### src/rtl/gate_array_pkg.sv
// gate_array_pkg: opcode/reduction enums and per-lane helper functions
package gate_array_pkg;
  typedef enum logic [2:0] {
    OP_AND, OP_OR, OP_NAND, OP_NOR, OP_XOR, OP_XNOR, OP_PASS_A, OP_NOT_A
  } op_e;
  typedef enum logic [1:0] {RED_AND, RED_OR, RED_XOR, RED_XNOR} red_e;
  function automatic op_e default_op(input int i);
    return (i % 3 == 0) ? OP_OR : (i % 3 == 1) ? OP_NAND : OP_NOR;
  endfunction
  function automatic logic apply_op(input op_e op, input logic a, input logic b);
    case (op)
      OP_AND:    return a & b;
      OP_OR:     return a | b;
      OP_NAND:   return ~(a & b);
      OP_NOR:    return ~(a | b);
      OP_XOR:    return a ^ b;
      OP_XNOR:   return ~(a ^ b);
      OP_PASS_A: return a;
      default:   return ~a;
    endcase
  endfunction
endpackage

### src/rtl/gate_array_reducer_if.sv
// gate_array_reducer_if: operand input and result output valid/ready channels
//   in_valid/in_ready/a/b/red_mode : input beat (master drives, slave accepts)
//   out_valid/out_ready/lanes/saida : result beat (slave presents, master consumes)
interface gate_array_reducer_if #(parameter int WIDTH = 3);
  logic             in_valid;
  logic             in_ready;
  logic [WIDTH-1:0] a;
  logic [WIDTH-1:0] b;
  logic [1:0]       red_mode;
  logic             out_valid;
  logic             out_ready;
  logic [WIDTH-1:0] lanes;
  logic             saida;
  modport master (
    output in_valid, a, b, red_mode, out_ready,
    input  in_ready, out_valid, lanes, saida
  );
  modport slave (
    input  in_valid, a, b, red_mode, out_ready,
    output in_ready, out_valid, lanes, saida
  );
endinterface

### src/rtl/gate_lane.sv
// gate_lane: combinational 1-bit programmable gate
//   op : opcode, a/b : operand bits, y : result
module gate_lane
  import gate_array_pkg::*;
(
  input  op_e  op,
  input  logic a,
  input  logic b,
  output logic y
);
  assign y = apply_op(op, a, b);
endmodule

### src/rtl/gate_array_reducer.sv
// gate_array_reducer: programmable per-lane gate array with reduction, 2-stage valid/ready pipeline
//   clk/rst              : clock, synchronous active-high reset
//   cfg_we/cfg_lane/cfg_op : op table write port (out-of-range lane ignored)
//   bus (slave)          : a/b/red_mode input beat, lanes/saida result beat
//   hit_count            : delivered beats with saida=1, saturating (only with HIT_COUNTER_EN)
module gate_array_reducer
  import gate_array_pkg::*;
#(
  parameter int WIDTH = 3,
  parameter int CNT_W = 8,
  localparam int LW = (WIDTH > 1) ? $clog2(WIDTH) : 1
) (
  input  logic                clk,
  input  logic                rst,
  input  logic                cfg_we,
  input  logic [LW-1:0]       cfg_lane,
  input  logic [2:0]          cfg_op,
  gate_array_reducer_if.slave bus,
  output logic [CNT_W-1:0]    hit_count
);
  op_e              op_tbl [WIDTH];
  logic [WIDTH-1:0] lane_res;
  logic [WIDTH-1:0] s1_lanes;
  logic [WIDTH-1:0] s2_lanes;
  red_e             s1_red;
  logic             s1_valid;
  logic             s2_valid;
  logic             s2_saida;
  logic             s2_load;
  logic             red_out;
  for (genvar i = 0; i < WIDTH; i++) begin : g_lane
    always_ff @(posedge clk)
      if (rst) op_tbl[i] <= default_op(i);
      else if (cfg_we && cfg_lane == LW'(i)) op_tbl[i] <= op_e'(cfg_op);
    gate_lane u_lane (.op(op_tbl[i]), .a(bus.a[i]), .b(bus.b[i]), .y(lane_res[i]));
  end
  assign s2_load      = s1_valid & (~s2_valid | bus.out_ready);
  assign bus.in_ready = ~s1_valid | s2_load;
  assign bus.out_valid = s2_valid;
  assign bus.lanes    = s2_lanes;
  assign bus.saida    = s2_saida;
  always_comb
    red_out = (s1_red == RED_AND) ? &s1_lanes :
              (s1_red == RED_OR)  ? |s1_lanes :
              (s1_red == RED_XOR) ? ^s1_lanes : ~^s1_lanes;
  always_ff @(posedge clk) begin
    if (rst) begin
      s1_valid <= 1'b0;
      s2_valid <= 1'b0;
      s1_lanes <= '0;
      s1_red   <= RED_AND;
      s2_lanes <= '0;
      s2_saida <= 1'b0;
    end else begin
      if (bus.in_ready) s1_valid <= bus.in_valid;
      if (bus.in_valid && bus.in_ready) begin
        s1_lanes <= lane_res;
        s1_red   <= red_e'(bus.red_mode);
      end
      // an empty or draining S2 takes whatever S1 holds, valid or not
      if (bus.out_ready || !s2_valid) s2_valid <= s1_valid;
      if (s2_load) begin
        s2_lanes <= s1_lanes;
        s2_saida <= red_out;
      end
    end
  end
`ifdef HIT_COUNTER_EN
  logic [CNT_W-1:0] cnt;
  always_ff @(posedge clk)
    if (rst) cnt <= '0;
    else if (s2_valid && bus.out_ready && s2_saida && !(&cnt)) cnt <= cnt + 1'b1;
  assign hit_count = cnt;
`else
  assign hit_count = '0;
`endif
endmodule
### src/flat_wrapper.sv
// flat-port wrapper written by rule: the top's interface ports become plain ports
module gate_array_reducer_flat import gate_array_pkg::*;
#(
  parameter int WIDTH = 3,
  parameter int CNT_W = 8,
  localparam int LW = (WIDTH > 1) ? $clog2(WIDTH) : 1
)
  (clk, rst, cfg_we, cfg_lane, cfg_op, hit_count, bus_in_valid, bus_a, bus_b, bus_red_mode, bus_out_ready, bus_in_ready, bus_out_valid, bus_lanes, bus_saida);
  gate_array_reducer_if #(.WIDTH(WIDTH)) bus_i ();
  input  logic clk;
  input  logic rst;
  input  logic cfg_we;
  input  logic [LW-1:0] cfg_lane;
  input  logic [2:0] cfg_op;
  output logic [CNT_W-1:0] hit_count;
  input wire logic [$bits(bus_i.in_valid)-1:0] bus_in_valid;
  input wire logic [$bits(bus_i.a)-1:0] bus_a;
  input wire logic [$bits(bus_i.b)-1:0] bus_b;
  input wire logic [$bits(bus_i.red_mode)-1:0] bus_red_mode;
  input wire logic [$bits(bus_i.out_ready)-1:0] bus_out_ready;
  output wire logic [$bits(bus_i.in_ready)-1:0] bus_in_ready;
  output wire logic [$bits(bus_i.out_valid)-1:0] bus_out_valid;
  output wire logic [$bits(bus_i.lanes)-1:0] bus_lanes;
  output wire logic [$bits(bus_i.saida)-1:0] bus_saida;
  assign bus_i.in_valid = bus_in_valid;
  assign bus_i.a = bus_a;
  assign bus_i.b = bus_b;
  assign bus_i.red_mode = bus_red_mode;
  assign bus_i.out_ready = bus_out_ready;
  assign bus_in_ready = bus_i.in_ready;
  assign bus_out_valid = bus_i.out_valid;
  assign bus_lanes = bus_i.lanes;
  assign bus_saida = bus_i.saida;
  gate_array_reducer #(.WIDTH(WIDTH), .CNT_W(CNT_W)) u_core (.clk(clk), .rst(rst), .cfg_we(cfg_we), .cfg_lane(cfg_lane), .cfg_op(cfg_op), .bus(bus_i), .hit_count(hit_count));
endmodule
### config.mk
export PLATFORM = sky130hd
export DESIGN_NAME = gate_array_reducer_flat
export DESIGN_NICKNAME = d
export VERILOG_FILES = /design/src/rtl/gate_array_pkg.sv /design/src/rtl/gate_array_reducer_if.sv /design/src/rtl/gate_lane.sv /design/src/rtl/gate_array_reducer.sv /design/src/flat_wrapper.sv
export SDC_FILE = /design/constraint.sdc
export NUM_CORES = 1
export LEC_CHECK = 0
export BUFFER_PORTS_ARGS = -buffer_cell sky130_fd_sc_hd__buf_4
export CAP_MARGIN = 20
export CELL_PAD_IN_SITES_DETAIL_PLACEMENT = 0
export CELL_PAD_IN_SITES_GLOBAL_PLACEMENT = 1
export CORE_ASPECT_RATIO = 0.6
export CORE_UTILIZATION = 43
export CTS_BUF_LIST = sky130_fd_sc_hd__clkbuf_8
export DETAILED_ROUTE_END_ITERATION = 10
export GPL_TIMING_DRIVEN = 0
export PLACE_DENSITY_LB_ADDON = 0.05
export SKIP_LAST_GASP = 1
export SYNTH_ARGS = -nofsm -noshare
export SYNTH_HDL_FRONTEND = slang
export SYNTH_SLANG_ARGS = --single-unit
### constraint.sdc
create_clock -name clk -period 3.8 [get_ports clk]
set_input_delay 0.38 -clock clk [delete_from_list [all_inputs] [get_ports clk]]
set_output_delay 0.38 -clock clk [all_outputs]
set_load 0.05 [all_outputs]
Word-level counts from Yosys, hierarchy flattened. Memories as Yosys holds them, arrays and structs flattened. Cells that the tools add are included.

Word-level logic and storage cells: 93. Bits in registers: 11. Memory bits (writable): 9. Bits of input ports: 18. Memories: 1.

Memories: u_core.op_tbl (words 3, bits a word 3, rd ports 3, clocked after memory_dff 0, wr ports 3, line gate_array_reducer.sv:21) `op_e op_tbl [WIDTH];`.

Eq/ne operators: 22. Bitwise logic cells: 29. Mux-type cells: 20. Reductions and logical operators: 15.

Operators by type and width (count): == test 3 bit (second input constant) (9); one-hot mux 1 bit (7 select lines) (3); == test 3 x 2 -> 1 bit (second input constant) (6); 2-to-1 mux 1 bit (14); inverter 1 bit (14); == test 3 x 1 -> 1 bit (second input constant) (3); zero test 3 bit (3); 2-to-1 mux 3 bit (3); OR 1 bit (8); AND 1 bit (4); == test 2 x 1 -> 1 bit (second input constant) (2); == test 2 bit (second input constant) (2); logical AND 1 bit (4); zero test 2 bit (2); AND reduction 3 bit (1); OR reduction 3 bit (1); XNOR reduction 3 bit (1); parity 3 bit (1); bitwise XOR 1 bit (3); zero test 1 bit (1); logical OR 1 bit (1).

Logic depth before layout (Yosys ltp).
Depth in word-level cells: 6. Mapped depth: 6. Depth with buffers taken out: 6.

Modules after synthesis. A second synthesis with hierarchy kept.

Cells, all modules: 128. Area, all modules: 1201.2 um2.

Modules (own cells, without submodules): gate_array_reducer (times used 1, area an instance 934.6 um2, cells an instance 98, seq. area each 490.5 um2); gate_lane (times used 3, area an instance 88.8 um2, cells an instance 10, seq. area each 0.0 um2).

Worst setup path after synthesis. Ideal clock, no wire load.

Path kind: register -> register. Start point: reg u_core.s2_valid, in the netlist u_core.bus.out_valid. End point: reg u_core.s1_lanes[1]. Data required time: 3.709 ns. Cell stages (with the launch flop): 4. Slack: 1.948 ns. Path buffers: 0. Library setup time: 0.091 ns. Data arrival time: 1.761 ns. Period minus slack after synthesis: 1.852 ns. Cells stage by stage: dfxtp_1 -> nand3b_1 -> and2_1 -> a311oi_1.

Longest elaborated chain between the ends: 5.

Ends and longest elaborated chain: start: declaration (line gate_array_reducer.sv:27) `logic s2_valid;`; start signal: assignment (line gate_array_reducer.sv:61) `if (bus.out_ready || !s2_valid) s2_valid <= s1_valid;`; inverter 1 bit (line gate_array_reducer.sv:37) `assign s2_load = s1_valid & (~s2_valid | bus.out_ready);`; OR 1 bit (line gate_array_reducer.sv:37); AND 1 bit (line gate_array_reducer.sv:37); OR 1 bit (line gate_array_reducer.sv:38) `assign bus.in_ready = ~s1_valid | s2_load;`; named net bus_in_ready (line flat_wrapper.sv:21) `output wire logic [$bits(bus_i.in_ready)-1:0] bus_in_ready;`; logical AND 1 bit (line gate_array_reducer.sv:56) `if (bus.in_valid && bus.in_ready) begin`; end signal: assignment (line gate_array_reducer.sv:57) `s1_lanes <= lane_res;`; end: declaration (line gate_array_reducer.sv:23) `logic [WIDTH-1:0] s1_lanes;`.

The timed path passes the listed nets, and every way through them passes these cells. A chain may end at the register's enable or synchronous reset.

Worst setup path in the final report.
Start point: reg u_core.s1_lanes[1]. End point: reg u_core.s2_saida, in the netlist u_core.bus.saida.

Longest elaborated chain between the ends: 4.

Ends and longest elaborated chain: XNOR reduction 3 bit / parity 3 bit (equally long branches) (line gate_array_reducer.sv:45) `(s1_red == RED_XOR) ? ^s1_lanes : ~^s1_lanes;`; 2-to-1 mux 1 bit (line gate_array_reducer.sv:45); 2-to-1 mux 1 bit (line gate_array_reducer.sv:44) `(s1_red == RED_OR) ? |s1_lanes :`; 2-to-1 mux 1 bit (*) (line gate_array_reducer.sv:43) `red_out = (s1_red == RED_AND) ? &s1_lanes :`; end signal: assignment (line gate_array_reducer.sv:64) `s2_saida <= red_out;`; end: declaration (line gate_array_reducer.sv:28) `logic s2_saida;`.

Mark *: on every way between the ends. The rest lies on a longest branch, timed or not.

==> impl_metrics.py <==
metrics = {
    "yosys": {
        "syn_area_um2": 1205,
        "synth_top_area_share_pct": 22.43,
        "synth-edff-count": 9,
        "synth_common_cells": "nand2_1, a21oi_1, dfxtp_1, inv_1",
        "async_flop_share_pct": 0,
        "yosysMostFrequentCell": "nand2_1",
        "synth_cell_types": 33,
        "synth_area_leaders": "edfxtp_1, dfxtp_1, ha_1",
        "synth_ff_type": "dfxtp_1",
        "syn_area_per_cell_um2": 8.731,
        "synth-seq-cells": 20,
        "yosys.area.top_type": "edfxtp_1",
        "syn_inst": 138,
        "ys_warn_count": 0,
        "ys_seq_area_share_pct": 40.71,
    },
    "floorplanning": {
        "core_area_um2": 2575,
        "die_area_um2": 3025,
        "die_width_um": 70.34,
        "fp.dieH_um": 43.01,
        "start_util_pct": 46.79,
        "ios": 32,
        "std_cell_rows": 14,
    },
    "outcome": {
        "status": "complete, no violations",
    },
    "cells_and_area": {
        "drive_gt1_share_pct": 22.81,
        "num_antenna_cells": 0,
        "multi_input_area_um2": 631.9,
        "postLayoutCellArea_um2": 1491,
        "final_core_util_pct": 57.92,
        "final_nets": 198,
        "regArea_um2": 490.5,
        "fill_cells": 232,
        "layout.cells.non_filler": 203,
        "area_delta_synth_final_pct": 23.78,
    },
    "worst_setup_path": {
        "critPathLaunchType": "flip-flop",
        "critPathKind": "reg2reg",
        "crit_fanout": 4,
        "cp.required_ns": 3.99,
        "worstSetupEndpointType": "flip-flop",
        "arrival_ns": 1.93,
    },
    "sta": {
        "setup_viol": 0,
        "rsz0062_at_grt": "false",
        "worstMarginPinSlew_ns": 0.5353,
        "fin_setup_tns_ns": 0,
        "clock_skew_ns": 0.005668,
        "finalCritPeriodShare_pct": 45.67,
        "period_minus_slack_ns": 1.735,
        "worst_slack_ns": 2.065,
        "drv_slew": 0,
        "max_freq_ghz": 0.5762,
        "slew_headroom_pct": 64.32,
        "hold_viol": 0,
    },
    "detailed_routing": {
        "vias": 980,
        "wl_um": 2393,
        "first_pass_iters": 4,
        "drc": 0,
        "drtIter0Drc": 23,
        "avgRoutedWirePerCell_um": 11.79,
        "viasPerCell": 4.828,
        "ant_nets": 0,
    },
    "global_route": {
        "grt_pass1_vias": 899,
        "grt_busiest_layer": "met2",
        "grt_antenna_before_repair": 0,
        "grt_pass1_wl_um": 4015,
        "gr-total-overflow": 0,
        "grtUsageMet2_pct": 27.81,
        "grt_usage_pct": 17.44,
        "grt_max_degree": 12,
        "use_met1_pct": 23.19,
        "grt.met3_usage_pct": 5.701,
    },
    "min_path": {
        "hp-class": "in2reg",
    },
    "clock_tree": {
        "clk_latency_ns": 0.26,
        "clk_pin_slew_worst_paths_ns": 0.08,
        "postCtsSetupRepairBufs": 0,
        "htree_num_levels": 1,
        "clkSinkCount": 20,
        "cts-buffers-inserted": 3,
        "clockBufferDepth": 2,
        "hold_buffers": 0,
        "cts.repair.resized": 0,
        "cts_tree": "built",
        "clockRootBuffer": "clkbuf_8",
    },
    "pwr": {
        "comb_power_share_pct": 21.6,
        "pwr-share-seq_pct": 47.0,
        "p_switching_mw": 0.1568,
        "intPower_mw": 0.3815,
        "swShare_pct": 29.13,
        "clkPwrFrac_pct": 31.4,
        "powerDensity_nw_per_um2": 361.0,
        "ir_drop_v": 0.0002124,
        "p_leak_nw": 0.6939,
    },
    "placed_design": {
        "dp_hpwl_um": 1882,
        "dp_slack_ns": 2.063,
        "postPlaceCellArea_um2": 1436,
        "dpl.cell_count": 199,
        "io_buffers": 22,
        "place.gp.congestion": 0.8267,
    },
    "job": {
        "cap_violations": 0,
    },
}
-- final timing paths --
kind / startpoint / cells after the start / to / slack, ns
max: u_core.s1_lanes[1] / 6 / u_core.bus.saida / 2.06
min: rst / 2 / u_core.s1_lanes[1] / 0.35
max reg2reg: u_core.s1_lanes[1] / 6 / u_core.bus.saida / 2.06
min reg2reg: u_core.bus.lanes[2] / 2 / u_core.bus.lanes[2] / 0.46
-- power groups by stage --
stage               registers [mW]  clock network [mW]  logic [mW]
finish                       0.253               0.169       0.116
floorplan                    0.263                   0      0.0764
CTS                          0.253               0.172       0.116
global route                 0.256               0.181       0.128
detailed placement           0.258                   0       0.116
global placement             0.258                   0       0.113
-- stage by stage --
stage | power (mW) | hold slack (ns)
2_1_floorplan | 0.3395 | 0.4521
3_3_place_gp | 0.3705 | 0.4427
3_5_place_dp | 0.3741 | 0.4500
4_1_cts | 0.5412 | 0.3375
5_1_grt | 0.5645 | 0.3392
6_report | 0.5383 | 0.3463
-- critical path, stage by stage (launching register included) --
cell and delay (ns):
dfxtp_1 0.41, inv_1 0.07, ha_1 0.31, or3b_2 0.44, a21boi_0 0.19, nor4_1 0.08, nor3_1 0.17
-- cell families after synthesis --
kind of cell / count (synthesis) / share of synthesized area (%)
compound gates: 19 / 9.553
xor+xnor: 2 / 1.454
fa+ha+maj: 8 / 8.308
buf+inv: 21 / 9.035
flops: 20 / 40.71
mux: 5 / 4.154
other cells: 1 / 0.3112
simple gates: 62 / 26.48
-- state kept, by name (all words and copies together) (netlist names) --
register,cells
u_core.s1_red,2
u_core.s1_valid,1
u_core.op_tbl,9
u_core.s1_lanes,3
u_core.bus.out_valid,1
u_core.bus.lanes,3
u_core.bus.saida,1
-- routing by layer --
metal	vias to the layer above	wire, um
li1	518	-
met1	434	1214
met2	24	1002
met3	4	158
met4	0	17
met5	-	0
-- area by class of cell --
| cell class | count | area share (%) |
|---|---|---|
| buffer | 10 | 4.530 |
| clock buffer | 4 | 3.691 |
| inverter | 11 | 2.768 |
| multi-input combinational | 104 | 42.37 |
| sequential | 20 | 32.89 |
| tap | 32 | 2.685 |
| timing repair buffer | 22 | 11.07 |
-- cells in the final DEF, fill, tap and decap left out, drive strengths merged, types with 2 or more instances in the layout --
master	count
buf	30
nand2	19
inv	11
a21oi	11
dfxtp	11
nor2	9
edfxtp	9
ha	8
conb	8
nand2b	6
clkbuf	6
nand3	5
nor3	5
mux2i	5
and3	4
nor4	3
nor2b	3
a21o	2
or2	2
xnor2	2
(Power assumes the default switching activity.)
